==> config.mk <==
export PLATFORM = sky130hd
export DESIGN_NAME = shift_add_multiplier
export DESIGN_NICKNAME = d
export VERILOG_FILES = /design/src/rtl/shift_add_multiplier.sv
export SDC_FILE = /design/constraint.sdc
export NUM_CORES = 1
export LEC_CHECK = 0
export ABC_AREA = 1
export CORE_ASPECT_RATIO = 1.5
export CORE_UTILIZATION = 55
export CTS_CLUSTER_SIZE = 30
export DETAILED_ROUTE_END_ITERATION = 10
export PLACE_DENSITY = 0.8
export SETUP_SLACK_MARGIN = 0.02
export SYNTH_ARGS = -nofsm -noshare
export SYNTH_HDL_FRONTEND = slang
export SYNTH_SLANG_ARGS = --single-unit
==> constraint.sdc <==
create_clock -name Clk -period 2.1 [get_ports Clk]
set_input_delay 0.42 -clock Clk [delete_from_list [all_inputs] [get_ports Clk]]
set_output_delay 0.42 -clock Clk [all_outputs]
set_load 0.02 [all_outputs]
==> src/rtl/shift_add_multiplier.sv <==
// shift_add_multiplier: sequential 8x8 signed add-shift multiplier core.
// Button inputs are synchronised, then a small FSM performs eight ADD/SHIFT
// iterations on {X,A,B}; the last add becomes a subtract to account for the
// negative weight of the multiplier sign bit. The product ends up in {A,B}.
module shift_add_multiplier (
    input  logic       Clk,
    input  logic       Reset,
    input  logic       ClearA_LoadB,
    input  logic       Run,
    input  logic [7:0] S,
    output logic [7:0] Aval,
    output logic [7:0] Bval,
    output logic       X,
    output logic       Done
);

    typedef enum logic [2:0] {
        ST_IDLE  = 3'd0,
        ST_CLEAR = 3'd1,
        ST_ADD   = 3'd2,
        ST_SHIFT = 3'd3,
        ST_HOLD  = 3'd4
    } state_t;

    state_t      r_state;
    logic        r_run_meta;
    logic        r_run_s;
    logic        r_clr_meta;
    logic        r_clr_s;
    logic        r_x;
    logic [7:0]  r_a;
    logic [7:0]  r_b;
    logic [7:0]  r_m;
    logic [2:0]  r_cnt;
    logic        r_done;

    logic signed [8:0] w_a_ext;
    logic signed [8:0] w_m_ext;
    logic signed [8:0] w_sum;
    logic signed [8:0] w_diff;

    // Sign-extend A and M to 9 bits so the add/subtract produces the new X as its MSB.
    assign w_a_ext = $signed({r_a[7], r_a});
    assign w_m_ext = $signed({r_m[7], r_m});
    assign w_sum   = w_a_ext + w_m_ext;
    assign w_diff  = w_a_ext - w_m_ext;

    assign Aval = r_a;
    assign Bval = r_b;
    assign X    = r_x;
    assign Done = r_done;

    // Two-flop synchronizers for the active-low buttons; idle level is released (1).
    always_ff @(posedge Clk or negedge Reset) begin
        if (!Reset) begin
            r_run_meta <= 1'b1;
            r_run_s    <= 1'b1;
            r_clr_meta <= 1'b1;
            r_clr_s    <= 1'b1;
        end else begin
            r_run_meta <= Run;
            r_run_s    <= r_run_meta;
            r_clr_meta <= ClearA_LoadB;
            r_clr_s    <= r_clr_meta;
        end
    end

    // Control FSM and datapath registers: load, clear, eight add/shift rounds, hold.
    always_ff @(posedge Clk or negedge Reset) begin
        if (!Reset) begin
            r_state <= ST_IDLE;
            r_x     <= 1'b0;
            r_a     <= 8'h00;
            r_b     <= 8'h00;
            r_m     <= 8'h00;
            r_cnt   <= 3'd0;
            r_done  <= 1'b0;
        end else begin
            case (r_state)
                ST_IDLE: begin
                    r_done <= 1'b0;
                    // Load has priority; a held Run starts once the load button is released.
                    if (!r_clr_s) begin
                        r_a <= 8'h00;
                        r_x <= 1'b0;
                        r_b <= S;
                    end else if (!r_run_s) begin
                        r_state <= ST_CLEAR;
                    end
                end
                ST_CLEAR: begin
                    r_a     <= 8'h00;
                    r_x     <= 1'b0;
                    r_m     <= S;
                    r_cnt   <= 3'd0;
                    r_state <= ST_ADD;
                end
                ST_ADD: begin
                    if (r_b[0]) begin
                        // Final round weights the multiplier sign bit by -2^7.
                        if (r_cnt == 3'd7) begin
                            r_x <= w_diff[8];
                            r_a <= w_diff[7:0];
                        end else begin
                            r_x <= w_sum[8];
                            r_a <= w_sum[7:0];
                        end
                    end
                    r_state <= ST_SHIFT;
                end
                ST_SHIFT: begin
                    // Arithmetic right shift of {X,A,B}; X replicates into A.
                    r_a <= {r_x, r_a[7:1]};
                    r_b <= {r_a[0], r_b[7:1]};
                    if (r_cnt == 3'd7) begin
                        r_state <= ST_HOLD;
                        r_done  <= 1'b1;
                    end else begin
                        r_cnt   <= r_cnt + 3'd1;
                        r_state <= ST_ADD;
                    end
                end
                ST_HOLD: begin
                    // Wait for Run release so one press yields exactly one product.
                    if (r_run_s) begin
                        r_state <= ST_IDLE;
                        r_done  <= 1'b0;
                    end
                end
                default: begin
                    r_state <= ST_IDLE;
                    r_done  <= 1'b0;
                end
            endcase
        end
    end

endmodule
After elaboration in Yosys (flattened, before gate mapping). Index checks and enable logic that the tools add are counted.

Flip-flop bits (word level): 36. Bits in latches: 0. Bits in writable memories: 0. Memory bits (read-only): 0. Bits of input ports: 12. Output and inout port bits: 18. Word-level logic and storage cells: 59. Memories kept: 0.

$add $sub $neg: 3. $mul: 0. Divide/modulo/power cells: 0. Order comparisons: 0. Eq/ne operators: 12. Shifts and indexed selects: 0. Multiplexer cells: 20. Bitwise logic cells: 1. Reduce and logical (&&, ||, !) cells: 12.

Operator list (number): $mux W8 (4); $pmux W8 S4 (1); $pmux W8 S2 (1); $mux W3 (5); $pmux W3 S5 (1); $ne A2 B2 Y1 const B (7); $reduce_and A3 Y1 (4); $add A8 B8 Y9 (1); $sub A8 B8 Y9 (1); $eq A3 B2 Y1 const B (2); $eq A3 B3 Y1 const B (2); $pmux W1 S3 (2); $pmux W3 S2 (1); $mux W1 (5); $reduce_and A2 Y1 (2); $reduce_bool A2 Y1 (2); $reduce_bool A4 Y1 (1); $add A3 B1 Y3 const B (1); $eq A3 B1 Y1 const B (1); $logic_not A3 Y1 (1); $reduce_bool A3 Y1 (1); $reduce_or A2 Y1 (1); $not A1 Y1 (1).

Depth between registers and ports, before layout. Gate-level depths: netlist of run 1.

Depth after elaboration: 4. Gate-level depth with buffers: 13. Gate-level depth less buffers: 13.

Least setup slack after synthesis of run 1. OpenSTA, ideal clock, no wires.

Kind: register to register. Start: register r_a[0], in the netlist Aval[0]. End: register r_x, in the netlist X. Setup time: 117 ps. Data arrival time: 1824 ps. Required time: 1983 ps. Setup slack: 158 ps. Stages on the path, launching flop included: 13. Buffers on the path: 0. Period minus slack after synthesis: 1942 ps. Cells stage by stage: dfrtp_1 -> inv_1 -> ha_1 -> fa_1 -> nand3b_1 -> nand2_1 -> nand2_1 -> o21ai_0 -> nand2_1 -> nand2_1 -> nand2_1 -> nand3_1 -> nand2_1.

Longest elaborated chain between the ends: 4. Elaborated cells between the ends (all ways): 5. Those cells by class: add/sub (2); mux (3).

RTL lines: start, declared (RTL line 31) `logic [7:0] r_a;`; start signal, assigned (RTL line 103) `r_a <= w_diff[7:0];`; start signal, assigned (RTL line 106) `r_a <= w_sum[7:0];`; start signal, assigned (RTL line 113) `r_a <= {r_x, r_a[7:1]};`; $add A8 B8 Y9 / $sub A8 B8 Y9 (equally long branches) (RTL line 45, 46); $mux W1 * (RTL line 101) `if (r_cnt == 3'd7) begin`; $mux W1 * (RTL line 99) `if (r_b[0]) begin`; $pmux W1 S3 * (RTL line 79) `case (r_state)`; end signal, assigned (RTL line 102) `r_x <= w_diff[8];`; end signal, assigned (RTL line 105) `r_x <= w_sum[8];`; end, declared (RTL line 30) `logic r_x;`.

Mark *: on every way between the ends. The rest lies on a longest branch, timed or not. The select of a mux whose other input is x is not followed. A chain may end at the register's enable or synchronous reset.

Final worst setup path of run 1. Ends and elaborated chain as after synthesis.

==> out/summary.log, run 1 <==
qor: grt.grt_start_max_net_pins 37
qor: clocking.total_number_of_clock_tree_sinks 36
qor: clocking.cts-htree-levels 2
qor: worst_setup_path.cp.required 2.29 ns
qor: worst_setup_path.critical_path_peak_fanout 4
qor: detailed_routing.dr.pass1.iters 4
qor: grt.total_routing_usage_reported_by_global_routing 29.35%
qor: sta.finalCritPeriodShare 90.67%
qor: clocking.tritoncts yes
qor: floorplan.core-area 3959 µm²
qor: clocking.cts_root_buffer sky130_fd_sc_hd__clkbuf_8
qor: pwr.power_density 1746 nW/µm²
qor: pwr.post_layout_total_power 4765 µW
qor: placed_design.preCtsSetupSlack 0.1633 ns
qor: floorplan.floorplan.rows 28
qor: sta.finalMaxSlewViolations 0
qor: placed_design.gpl.final_weighted_congestion 0.9106
qor: synthesis.postSynthCellCount 297
qor: floorplan.io-pin-count 30
qor: worst_setup_path.cp_data_arrival_time 2.09 ns
qor: sta.grt_setup_unrepaired no
qor: sta.final-hold-violation-count 0
qor: sta.final.setup_skew 0.007932 ns
qor: min_path.hold_class input pin to asynchronous set/reset pin
qor: sta.worst_tran_pin_value 0.7877 ns
qor: sta.setup_total_negative_slack 0 ns
qor: synthesis.syn_area 2283 µm²
qor: synthesis.syn_avg_cell_area 7.688 µm²
qor: sta.max_clock_freq 0.5252 GHz
qor: clocking.clk_transition_reported_paths 0.07 ns
qor: layout.fraction_of_layout_instances_using_a_drive_strength_above_1 8.108%
qor: pwr.vdd_drop_max 0.001238 V
qor: floorplan.initial_utilization 57.68%
qor: detailed_routing.final_antenna_net_count 0
qor: worst_setup_path.timing.critical_path.from_type register
qor: detailed_routing.viasPerCell 5.458
qor: clocking.post_cts.repair.setup_buffers 0
qor: grt.wire_length_of_the_first_global_routing_pass 9197 µm
qor: sta.worst_slew_margin_rel 47.49%
qor: flow_run.maxCapViolCount 0
qor: clocking.clk_latency 0.29 ns
qor: worst_setup_path.worst-setup-path-type register to register
qor: clocking.cts-buffers-inserted 5
qor: detailed_routing.detail_route.wirelength 5501 µm
qor: placed_design.dp_hpwl 4120 µm
qor: grt.grt_antenna_before_repair 0
qor: synthesis.netlist-cell-type-count 30
qor: floorplan.die_area 4419 µm²
qor: synthesis.yosys_register_bits 36
qor: sta.finalWorstSetupSlack 0.1960 ns
qor: layout.diodes 0
qor: layout.syn2layout_area_growth 19.51%
qor: sta.setup_violations 0
qor: grt.grt_remaining_overflow 0
qor: clocking.clock_path_buffers 2
qor: detailed_routing.remaining_drc_errors 0
qor: detailed_routing.dr.first_iter.drc_count 43
qor: grt.grt_pass1_vias 2068
qor: detailed_routing.vias 2063
qor: floorplan.die_h 80.92 µm
qor: pwr.p_leak 0.001380 µW
qor: synthesis.synth_warnings 0
qor: synthesis.synthesis.nets 330
qor: layout.final_net_count 365
qor: outcome.status complete, no violations
qor: sta.period_minus_slack 1.904 ns
qor: worst_setup_path.cp-end-kind register
qor: detailed_routing.drt-wirelength-per-cell 14.55 µm
qor: placed_design.place.port_buffers 29
qor: floorplan.die_x 54.61 µm
qor: synthesis.synth_seq_area_share 39.67%
qor: worst_setup_path.setup.reg_to_reg.worst_slack 0.20 ns
state kept, by name, indices dropped and copies added, names as in the netlist:
name and count:
Aval 8, Bval 8, Done 1, X 1, r_clr_meta 1, r_clr_s 1
r_cnt 3, r_m 8, r_run_meta 1, r_run_s 1, r_state 3
report_power, final:
part | internal (µW) | leakage [µW] | switching (µW)
combinational | 1140 | 0.000887 | 1840
sequential | 988 | 0.000441 | 242
clock | 300 | 0.0000515 | 252
stage by stage:
step	util, %	hold slack (ns)	cells	instance area, µm²
2_1_floorplan	-	0.1244	297	2283
3_3_place_gp	66.34	0.3463	370	2626
3_5_place_dp	66.34	0.3473	370	2626
4_1_cts	68.87	0.2314	378	2726
5_1_grt	68.93	0.2834	378	2729
6_report	68.93	0.2028	378	2729
cells in the final DEF, fill, tap and decap left out, drive strengths merged:
| cell type | instances |
|---|---|
| nor2 | 22 |
| dfrtp | 32 |
| a21oi | 23 |
| a31o | 1 |
| or2 | 2 |
| clkdlybuf4s50 | 28 |
| o21ai | 24 |
| a21o | 1 |
| a22oi | 1 |
| nor3 | 2 |
| ha | 19 |
| dfstp | 4 |
| nand4 | 2 |
| o211ai | 7 |
| nand3 | 19 |
| o21a | 1 |
| o22ai | 1 |
| nand3b | 1 |
| inv | 43 |
| buf | 6 |
| nand2 | 82 |
| a211oi | 1 |
| clkbuf | 8 |
| fa | 2 |
| o31ai | 1 |
what timing repair did:
item | CTS | global route
resized for setup | 0 | 2
setup endpoints to repair | 0 | 1
hold buffers | 0 | 0
kinds of logic after synthesis:
logic type | Yosys count | share of synthesized area (%)
simple gates | 130 | 23.62
compound gates | 61 | 15.89
fa+ha+maj | 21 | 12.16
flops | 36 | 39.67
buf+inv | 49 | 8.658
area by class of cell:
class | count | area (µm²)
clock buffer | 8 | 100.1
fill | 336 | 1230
inverter | 43 | 161.4
multi-input combinational | 212 | 1182
sequential | 36 | 905.9
tap | 45 | 56.30
timing repair buffer | 34 | 322.8
cell usage after synthesis:
library cell	number	area, µm²
sky130_fd_sc_hd__nand2_1	82	307.8
sky130_fd_sc_hd__inv_1	41	153.9
sky130_fd_sc_hd__dfrtp_1	32	800.8
sky130_fd_sc_hd__o21ai_0	24	120.1
sky130_fd_sc_hd__a21oi_1	22	110.1
sky130_fd_sc_hd__nor2_1	22	82.58
sky130_fd_sc_hd__ha_1	19	237.7
sky130_fd_sc_hd__nand3_1	19	95.09
sky130_fd_sc_hd__o211ai_1	6	45.04
sky130_fd_sc_hd__dfstp_2	4	105.1
sky130_fd_sc_hd__buf_2	2	10.01
sky130_fd_sc_hd__clkbuf_1	2	7.510
sky130_fd_sc_hd__fa_1	2	40.04
sky130_fd_sc_hd__inv_2	2	7.510
sky130_fd_sc_hd__nand4_1	2	12.51
sky130_fd_sc_hd__or2_2	2	12.51
sky130_fd_sc_hd__a211oi_1	1	7.510
sky130_fd_sc_hd__a21o_1	1	7.510
sky130_fd_sc_hd__a21oi_2	1	8.760
sky130_fd_sc_hd__a22oi_1	1	7.510
sky130_fd_sc_hd__a31o_2	1	8.760
sky130_fd_sc_hd__buf_4	1	7.510
sky130_fd_sc_hd__buf_6	1	11.26
sky130_fd_sc_hd__nand3b_1	1	7.510
sky130_fd_sc_hd__nor3_1	1	5.000
sky130_fd_sc_hd__nor3_4	1	16.27
sky130_fd_sc_hd__o211ai_2	1	12.51
sky130_fd_sc_hd__o21a_1	1	7.510
sky130_fd_sc_hd__o22ai_1	1	6.260
sky130_fd_sc_hd__o31ai_4	1	21.27
critical path, stage by stage, from the launching register on:
cell and delay (ns):
sky130_fd_sc_hd__dfrtp_1 0.38, sky130_fd_sc_hd__inv_1 0.10, sky130_fd_sc_hd__ha_1 0.22, sky130_fd_sc_hd__fa_2 0.34, sky130_fd_sc_hd__nand3b_1 0.16, sky130_fd_sc_hd__nand2_1 0.10
sky130_fd_sc_hd__nand2_1 0.08, sky130_fd_sc_hd__o21ai_1 0.12, sky130_fd_sc_hd__nand2_1 0.08, sky130_fd_sc_hd__nand2_1 0.07, sky130_fd_sc_hd__nand2_1 0.05, sky130_fd_sc_hd__nand3_1 0.07
sky130_fd_sc_hd__nand2_1 0.05
worst paths after layout:
check,startpoint,end,cells past startpoint
min in group Clk,r_clr_meta,r_clr_s,0
max in group asynchronous,Reset,Aval[0],1
max reg2reg,Aval[0],X,12
min,Reset,r_state[0],1
min reg2reg,r_clr_meta,r_clr_s,0
max,Aval[0],X,12
per-layer routing:
layer	up-vias	GRT usage (%)	share of wire [%]
met5	-	0	0
li1	1031	-	-
met1	968	33.77	40
met3	10	5.243	4.2
met2	54	51.45	54
met4	0	11.28	2.1
No activity file was read; power rests on OpenSTA's default activity.
==> inputs of run 2 (changes only) <==
--- a/config.mk
+++ b/config.mk
@@ -10,6 +10,7 @@
 export CORE_UTILIZATION = 55
 export CTS_CLUSTER_SIZE = 30
 export DETAILED_ROUTE_END_ITERATION = 10
+export GPL_ROUTABILITY_DRIVEN = 1
 export PLACE_DENSITY = 0.8
 export SETUP_SLACK_MARGIN = 0.02
 export SYNTH_ARGS = -nofsm -noshare
==> results of run 2 <==
Same layout as run 1: the final DEF is identical, and so are final timing and power.
